`src/rtl/dsp_mac_pkg.sv`:
```
// Shared definitions for the dsp_mac_pipe multiply-accumulate pipeline:
// OPMODE bit positions, the Z-operand select encoding and the pipeline latency.
package dsp_mac_pkg;

  // Bit positions inside the 5-bit per-sample OPMODE word
  localparam int OP_PREADD  = 0;
  localparam int OP_PRESUB  = 1;
  localparam int OP_ZSEL_LO = 2;
  localparam int OP_ZSEL_HI = 3;
  localparam int OP_POSTSUB = 4;
  localparam int OPMODE_W   = 5;

  // Accepted sample to out_valid, counted in CE=1 clock edges
  localparam int MAC_LATENCY = 3;

  // Z operand of the post-adder
  typedef enum logic [1:0] {
    Z_ZERO = 2'b00,
    Z_C    = 2'b01,
    Z_P    = 2'b10,
    Z_PCIN = 2'b11
  } zsel_e;

endpackage

```
`src/rtl/dsp_mac_postadd.sv`:
```
// Stage 3 of dsp_mac_pipe: post-adder/subtractor with carry-out and the
// result register. The Z=P path feeds back from this module's own P register
// so back-to-back accumulations chain without a gap.
// Optional build macro: DSP_MAC_SAT_EN enables signed saturation and OVF.
module dsp_mac_postadd
  import dsp_mac_pkg::*;
#(
  parameter int AW = 18,
  parameter int BW = 18,
  parameter int PW = 48
) (
  input  logic                clk,
  input  logic                srst,
  input  logic                ce,
  input  logic                i_valid,
  input  logic [AW+BW-1:0]    i_m,
  input  logic [PW-1:0]       i_c,
  input  logic [PW-1:0]       i_pcin,
  input  logic                i_cin,
  input  logic [OPMODE_W-1:0] i_op,
  output logic [PW-1:0]       o_p,
  output logic                o_carry,
  output logic                o_ovf,
  output logic                o_valid
);

  logic [PW-1:0] r_p;
  logic          r_carry;
  logic          r_valid;
  zsel_e         w_zsel;
  logic [PW-1:0] w_z;
  logic [PW-1:0] w_y;
  logic [PW:0]   w_sum;
  logic [PW-1:0] w_res;
  logic [PW-1:0] w_p_next;

  assign w_zsel = zsel_e'(i_op[OP_ZSEL_HI:OP_ZSEL_LO]);

  // Z operand mux; Z_P uses the live result register
  always_comb begin
    w_z = '0;
    case (w_zsel)
      Z_ZERO: w_z = '0;
      Z_C:    w_z = i_c;
      Z_P:    w_z = r_p;
      Z_PCIN: w_z = i_pcin;
      default: w_z = '0;
    endcase
  end

  // Y is the sign-extended product plus carry-in; the unsigned PW+1-bit
  // sum/difference supplies CARRYOUT in its top bit
  assign w_y   = {{(PW-AW-BW){i_m[AW+BW-1]}}, i_m} + {{(PW-1){1'b0}}, i_cin};
  assign w_sum = i_op[OP_POSTSUB] ? ({1'b0, w_z} - {1'b0, w_y})
                                  : ({1'b0, w_z} + {1'b0, w_y});
  assign w_res = w_sum[PW-1:0];

`ifdef DSP_MAC_SAT_EN
  logic w_ovf;
  logic r_ovf;

  // Signed overflow: operands effectively of equal sign, result sign flipped
  always_comb begin
    if (i_op[OP_POSTSUB])
      w_ovf = (w_z[PW-1] != w_y[PW-1]) && (w_res[PW-1] != w_z[PW-1]);
    else
      w_ovf = (w_z[PW-1] == w_y[PW-1]) && (w_res[PW-1] != w_z[PW-1]);
    if (w_ovf)
      w_p_next = w_z[PW-1] ? {1'b1, {(PW-1){1'b0}}} : {1'b0, {(PW-1){1'b1}}};
    else
      w_p_next = w_res;
  end

  // Overflow flag register, updated alongside P
  always_ff @(posedge clk) begin
    if (srst)
      r_ovf <= 1'b0;
    else if (ce && i_valid)
      r_ovf <= w_ovf;
  end

  assign o_ovf = r_ovf;
`else
  assign w_p_next = w_res;
  assign o_ovf    = 1'b0;
`endif

  // Result register: P and CARRYOUT hold through bubbles
  always_ff @(posedge clk) begin
    if (srst) begin
      r_p     <= '0;
      r_carry <= 1'b0;
      r_valid <= 1'b0;
    end else if (ce) begin
      r_valid <= i_valid;
      if (i_valid) begin
        r_p     <= w_p_next;
        r_carry <= w_sum[PW];
      end
    end
  end

  assign o_p     = r_p;
  assign o_carry = r_carry;
  assign o_valid = r_valid;

endmodule

```
`src/rtl/dsp_mac_pipe.sv`:
```
// Three-stage pre-add / multiply / post-add MAC pipeline with a global clock
// enable. OPMODE travels with each sample so modes can change every cycle.
// Optional build macro: DSP_MAC_SAT_EN (saturating post-adder with OVF).
module dsp_mac_pipe
  import dsp_mac_pkg::*;
#(
  parameter int AW = 18,
  parameter int BW = 18,
  parameter int PW = 48
) (
  input  logic                clk,
  input  logic                RST,
  input  logic                CE,
  input  logic                in_valid,
  input  logic [AW-1:0]       A,
  input  logic [BW-1:0]       B,
  input  logic [BW-1:0]       D,
  input  logic [PW-1:0]       C,
  input  logic [PW-1:0]       PCIN,
  input  logic                CARRYIN,
  input  logic [OPMODE_W-1:0] OPMODE,
  output logic [BW-1:0]       BCOUT,
  output logic [AW+BW-1:0]    M,
  output logic [PW-1:0]       P,
  output logic [PW-1:0]       PCOUT,
  output logic                CARRYOUT,
  output logic                OVF,
  output logic                out_valid
);

  // Stage 1 registers
  logic                r1_valid;
  logic [AW-1:0]       r1_a;
  logic [BW-1:0]       r_bcout;
  logic [PW-1:0]       r1_c;
  logic [PW-1:0]       r1_pcin;
  logic                r1_cin;
  logic [OPMODE_W-1:0] r1_op;
  // Stage 2 registers
  logic                r2_valid;
  logic [AW+BW-1:0]    r_m;
  logic [PW-1:0]       r2_c;
  logic [PW-1:0]       r2_pcin;
  logic                r2_cin;
  logic [OPMODE_W-1:0] r2_op;

  logic [BW-1:0]       w_pre;
  logic [AW+BW-1:0]    w_a_ext;
  logic [AW+BW-1:0]    w_pre_ext;
  logic [AW+BW-1:0]    w_prod;

  // Pre-adder, wrapped to BW bits
  always_comb begin
    w_pre = B;
    if (OPMODE[OP_PREADD])
      w_pre = OPMODE[OP_PRESUB] ? (D - B) : (D + B);
  end

  // Sign-extend both factors to full width; the low AW+BW bits of the
  // product are then the correct signed result
  assign w_a_ext   = {{BW{r1_a[AW-1]}}, r1_a};
  assign w_pre_ext = {{AW{r_bcout[BW-1]}}, r_bcout};
  assign w_prod    = w_a_ext * w_pre_ext;

  // Stage 1: capture operands, mode and pre-adder result
  always_ff @(posedge clk) begin
    if (RST) begin
      r1_valid <= 1'b0;
      r1_a     <= '0;
      r_bcout  <= '0;
      r1_c     <= '0;
      r1_pcin  <= '0;
      r1_cin   <= 1'b0;
      r1_op    <= '0;
    end else if (CE) begin
      r1_valid <= in_valid;
      r1_a     <= A;
      r_bcout  <= w_pre;
      r1_c     <= C;
      r1_pcin  <= PCIN;
      r1_cin   <= CARRYIN;
      r1_op    <= OPMODE;
    end
  end

  // Stage 2: product register plus side-band operands
  always_ff @(posedge clk) begin
    if (RST) begin
      r2_valid <= 1'b0;
      r_m      <= '0;
      r2_c     <= '0;
      r2_pcin  <= '0;
      r2_cin   <= 1'b0;
      r2_op    <= '0;
    end else if (CE) begin
      r2_valid <= r1_valid;
      r_m      <= w_prod;
      r2_c     <= r1_c;
      r2_pcin  <= r1_pcin;
      r2_cin   <= r1_cin;
      r2_op    <= r1_op;
    end
  end

  dsp_mac_postadd #(
    .AW(AW),
    .BW(BW),
    .PW(PW)
  ) u_postadd (
    .clk     (clk),
    .srst    (RST),
    .ce      (CE),
    .i_valid (r2_valid),
    .i_m     (r_m),
    .i_c     (r2_c),
    .i_pcin  (r2_pcin),
    .i_cin   (r2_cin),
    .i_op    (r2_op),
    .o_p     (P),
    .o_carry (CARRYOUT),
    .o_ovf   (OVF),
    .o_valid (out_valid)
  );

  assign BCOUT = r_bcout;
  assign M     = r_m;
  assign PCOUT = P;

endmodule
```
`config.mk`:
```
export PLATFORM = sky130hd
export DESIGN_NAME = dsp_mac_pipe
export DESIGN_NICKNAME = d
export VERILOG_FILES = /design/src/rtl/dsp_mac_pkg.sv /design/src/rtl/dsp_mac_postadd.sv /design/src/rtl/dsp_mac_pipe.sv
export SDC_FILE = /design/constraint.sdc
export NUM_CORES = 2
export LEC_CHECK = 0
export ABC_CLOCK_PERIOD_IN_PS = 8700
export CAP_MARGIN = 20
export CELL_PAD_IN_SITES_DETAIL_PLACEMENT = 1
export CELL_PAD_IN_SITES_GLOBAL_PLACEMENT = 1
export CORE_MARGIN = 5
export CORE_UTILIZATION = 45
export CTS_BUF_LIST = sky130_fd_sc_hd__clkbuf_4 sky130_fd_sc_hd__clkbuf_8 sky130_fd_sc_hd__clkbuf_16
export DETAILED_ROUTE_END_ITERATION = 16
export PLACE_DENSITY_LB_ADDON = 0.05
export SYNTH_ARGS = -nofsm -noshare
export SYNTH_HDL_FRONTEND = slang
export SYNTH_HIERARCHICAL = 1
export SYNTH_SLANG_ARGS = --single-unit
```
`constraint.sdc`:
```
create_clock -name clk -period 8.7 [get_ports clk]
set_input_delay 1.305 -clock clk [delete_from_list [all_inputs] [get_ports clk]]
set_output_delay 1.305 -clock clk [all_outputs]
set_load 0.005 [all_outputs]
```
# Yosys cells after proc, flatten, opt, wreduce, memory -nomap -nowiden
# Cells that the tools add are included.
# word_totals
out_inout_bits,153
ff_bits,328
# classes
add_sub_neg,5
n_eq_ne,3
n_mul,1
mux,4
n_reduce_logical,2
# op_table
op,count
$pmux W48 S4,1
$add A48 B48 Y49,1
$mux W49,1
$sub A48 B48 Y49,1
$add A36 B2 Y37,1
$mul A18 B18 Y36,1
$mux W18,2
$add A18 B18 Y18,1
$sub A18 B18 Y18,1
$eq A2 B2 Y1 const B,2
$eq A2 B1 Y1 const B,1
$logic_not A2 Y1,1
$reduce_and A2 Y1,1

# Logic depth before layout (Yosys ltp)
# depth
ltp_word,4
depth_mapped,26
depth_no_buf,25

# Modules after synthesis
# The synthesis kept the hierarchy.
# by_module_without_submodules
mod,area_each_um2,cells_per_inst,n_inst,seq_area_each_um2
dsp_mac_pipe,23764.0,2571,1,5565.3
dsp_mac_postadd,7354.6,1012,1,1001.0

# Worst setup path after synthesis
# No wires, ideal clock.
# synth_timing
kind,reg-to-reg
start,reg r_bcout[11] (netlist: BCOUT[11])
end,reg r_m[27] (netlist: M[27])
arrival_ns,6.355
setup_time_ns,0.127
t_required_ns,8.573
path_stages_with_launch,24
n_path_buf,2
setup_slack_ns,2.218
cell_sequence,dfxtp_1 > clkbuf_1 > buf_1 > nand2_1 > fa_1 > inv_1 > fa_1 > inv_1 > fa_1 > inv_1 > fa_1 > fa_1 > inv_1 > fa_1 > inv_1 > ha_1 > and3_1 > a221o_1 > nor4_1 > a2111oi_2 > or3_1 > nand4_1 > a211oi_1 > or3_1
# synth_between
elab_chain_len,1
# synth_lines
item,line,rtl
start: declaration,dsp_mac_pipe.sv:34,logic [BW-1:0] r_bcout;
start signal: assignment,dsp_mac_pipe.sv:78,r_bcout <= w_pre;
$mul A18 B18 Y36,dsp_mac_pipe.sv:63,assign w_prod = w_a_ext * w_pre_ext;
end signal: assignment,dsp_mac_pipe.sv:97,r_m <= w_prod;
end: declaration,dsp_mac_pipe.sv:41,logic [AW+BW-1:0] r_m;
# Every way passes these cells.
# A chain may end at the register's enable or synchronous reset.

# Final worst setup path
# layout_timing
start,reg r_bcout[11] (netlist: BCOUT[11])
end,reg r_m[34] (netlist: M[34])
# The elaborated chain is that of the path after synthesis.

==> flow_metrics.tcl <==
set metrics [dict create \
    slowest_delay_ns 0.86 \
    clock_path_buffers 3 \
    timing.fmax_ghz 0.138 \
    p_int_mw 4.11 \
    r2r_cells 21 \
    grt_start_max_net_pins 222 \
    nFillCells 7895 \
    worst-path-buf-inv 5 \
    critPathLaunchType "flop" \
    rsz0062_at_grt "no" \
    syn-num-nets 4224 \
    dp.cells 4533 \
    tightest_slew_ns 1.08 \
    status "finished clean" \
    min_period_over_period 0.834 \
    min_period_ns 7.26 \
    drv_cap 0 \
    power.net_switching_mw 2.78 \
    p_sw_frac 0.403 \
    path_delay_family "adder cells" \
    slew_violations 0 \
    r2r-start "BCOUT[11]" \
    timing.rr.end "M[34]" \
    clkPwrFrac 0.279 \
    syn_area_sq_mm 0.0310 \
    clk_latency_ns 0.61 \
    layout_common_cells "inv_1 (456), nor2_1 (398), fa_1 (331), dfxtp_1 (322), clkdlybuf4s50_1 (309)" \
    critical_path.most_common_cell "fa_1" \
    dr.pass1.iters 5 \
    io_buffer_count 311 \
    cts_made_buffers 43 \
    p_seq_frac 0.266 \
    critPathMaxFanout 20 \
    avgViaCountPerCell 5.44 \
    hold_slack_ns 0.486 \
    grt_pass1_wl_mm 152 \
    finalWirelength_mm 94.6 \
    cts_resized 0 \
    num_rows 96 \
    synthCells 3571 \
    die_area_sq_mm 0.0742 \
    gp_congestion 0.893 \
    drt_iter0_drc 1047 \
    wl_per_cell_um 20.5 \
    postRouteAntennaNets 0 \
    die_x_um 272 \
    hold_path.class "reg -> reg" \
    synth_warnings 6 \
    first_global_vias 28200 \
    ir_drop_v 0.000140 \
    cts_setup_buffers 0 \
    setup_viol 0 \
    area_growth_pct 15.5 \
    p_comb_frac 0.455 \
    core_area_sq_mm 0.0685 \
    initial_core_util 0.453 \
    syn_avg_cell_area_sq_um 8.68 \
    arrival_ns 7.70 \
    globalRouteTotalUtil 0.254 \
    slew_headroom 0.282 \
    clk_pin_slew_ns 0.06 \
    io_pins 313 \
    routed-via-count 25100 \
    drc 0 \
    dp_hpwl_mm 73.2 \
    crit_chain "nand2_1 > fa_1 > inv_1 > fa_1 > inv_1 > fa_1 > inv_1 > fa_1 > fa_1 > inv_1 > fa_1 > inv_1 > ha_1 > and3_1 > a221o_1 > a21oi_1 > a2bb2oi_1 > a31oi_1 > o311ai_1 > mux2i_1 > o311ai_1" \
    r2r_slack_ns 1.44 \
    final_cells 4613 \
    worst_path_max_delay_cell "dfxtp_1" \
    hold_buffers 0 \
    cts_tree "done" \
    p_per_area_mw_per_mm2 192 \
    fin_worst_skew_ns 0.0264 \
    cts_sinks 324 \
    hold_end "u_postadd/o_valid" \
    cts_root_buffer "clkbuf_16" \
    antenna_found_initial 2 \
    end_kind "flop" \
    crit_required_ns 9.14 \
    grt-ovfl-total 0 \
    min_path_cells 2 \
    layout-drive-gt1-share 0.0493 \
    fin_setup_tns_ns 0 \
    fin_nets 4350 \
    p_leak_nw 16.3 \
    fin_util 0.523 \
    dieHeight_um 272 \
    final_common_cell "inv_1" \
    hold_violations 0 \
    htreeDepth 2 \
    hp-start "u_postadd/o_valid" \
    critPathKind "reg -> reg" \
]
-- state kept, by name (all words and copies together) (netlist names) --
| name | flops |
|---|---|
| r1_pcin | 48 |
| r1_op | 3 |
| r1_a | 18 |
| u_postadd/o_valid | 1 |
| r1_valid | 1 |
| u_postadd/o_carry | 1 |
| r1_c | 48 |
| r2_c | 48 |
| r2_pcin | 48 |
| r2_op | 3 |
| r2_cin | 1 |
| M | 36 |
| r1_cin | 1 |
| r2_valid | 1 |
| BCOUT | 18 |
| u_postadd/o_p | 48 |
-- layout make-up --
cell class                      count  area, sq um  share of cell area
Tap cell                          882         1100              0.0308
Inverter                          456         1710              0.0478
Sequential cell                   324         6490               0.181
Timing Repair Buffer              328         3280              0.0916
Clock inverter                     21          309             0.00864
Clock buffer                       57         1220              0.0342
Antenna cell                        1         2.50           0.0000699
Multi-Input combinational cell   2544        21700               0.605
-- worst max-delay path by stage --
| stage | startpoint | to | slack [ns] | cells past startpoint |
|---|---|---|---|---|
| after floorplan | BCOUT[11] | M[27] | 2.22 | 23 |
| after global placement | BCOUT[11] | M[34] | 1.68 | 21 |
| after detailed placement | BCOUT[11] | M[34] | 1.57 | 21 |
| after CTS | BCOUT[11] | M[34] | 1.54 | 21 |
| after global routing | BCOUT[11] | M[34] | 1.15 | 21 |
| final | BCOUT[11] | M[34] | 1.44 | 21 |
-- power by group through the flow --
stage | clock [mW] | sequential [mW] | combinational, mW
floorplan | 0 | 1.73 | 2.32
global placement | 0 | 1.85 | 3.03
detailed placement | 0 | 1.86 | 3.14
CTS | 1.97 | 1.83 | 3.17
global route | 2.03 | 1.85 | 3.54
finish | 1.92 | 1.83 | 3.13
-- stage by stage --
step                setup WS, ns  power, mW  cell area [sq um]
floorplan                   2.22       4.05              31000
global placement            1.68       4.88              34200
detailed placement          1.57       5.00              34200
CTS                         1.54       6.97              35800
global route                1.15       7.42              35800
finish                      1.44       6.88              35800
-- routing by layer --
layer	share of wire	GRT usage
met5	0	0
met3	0.042	0.0392
met2	0.52	0.471
met1	0.42	0.311
met4	0.021	0.0551
-- worst reg2reg max path: cells and delay by family (launching register included) --
kind                       cells  cell delay (ns)
AOI/OAI and AO/OA              6             1.84
DFF                            1             0.86
muxes                          1             0.23
buffers and inverters          5             0.28
and+or+nand+nor                2             0.41
adders and majority gates      7             3.50
No activity file was read; power rests on OpenSTA's default activity.
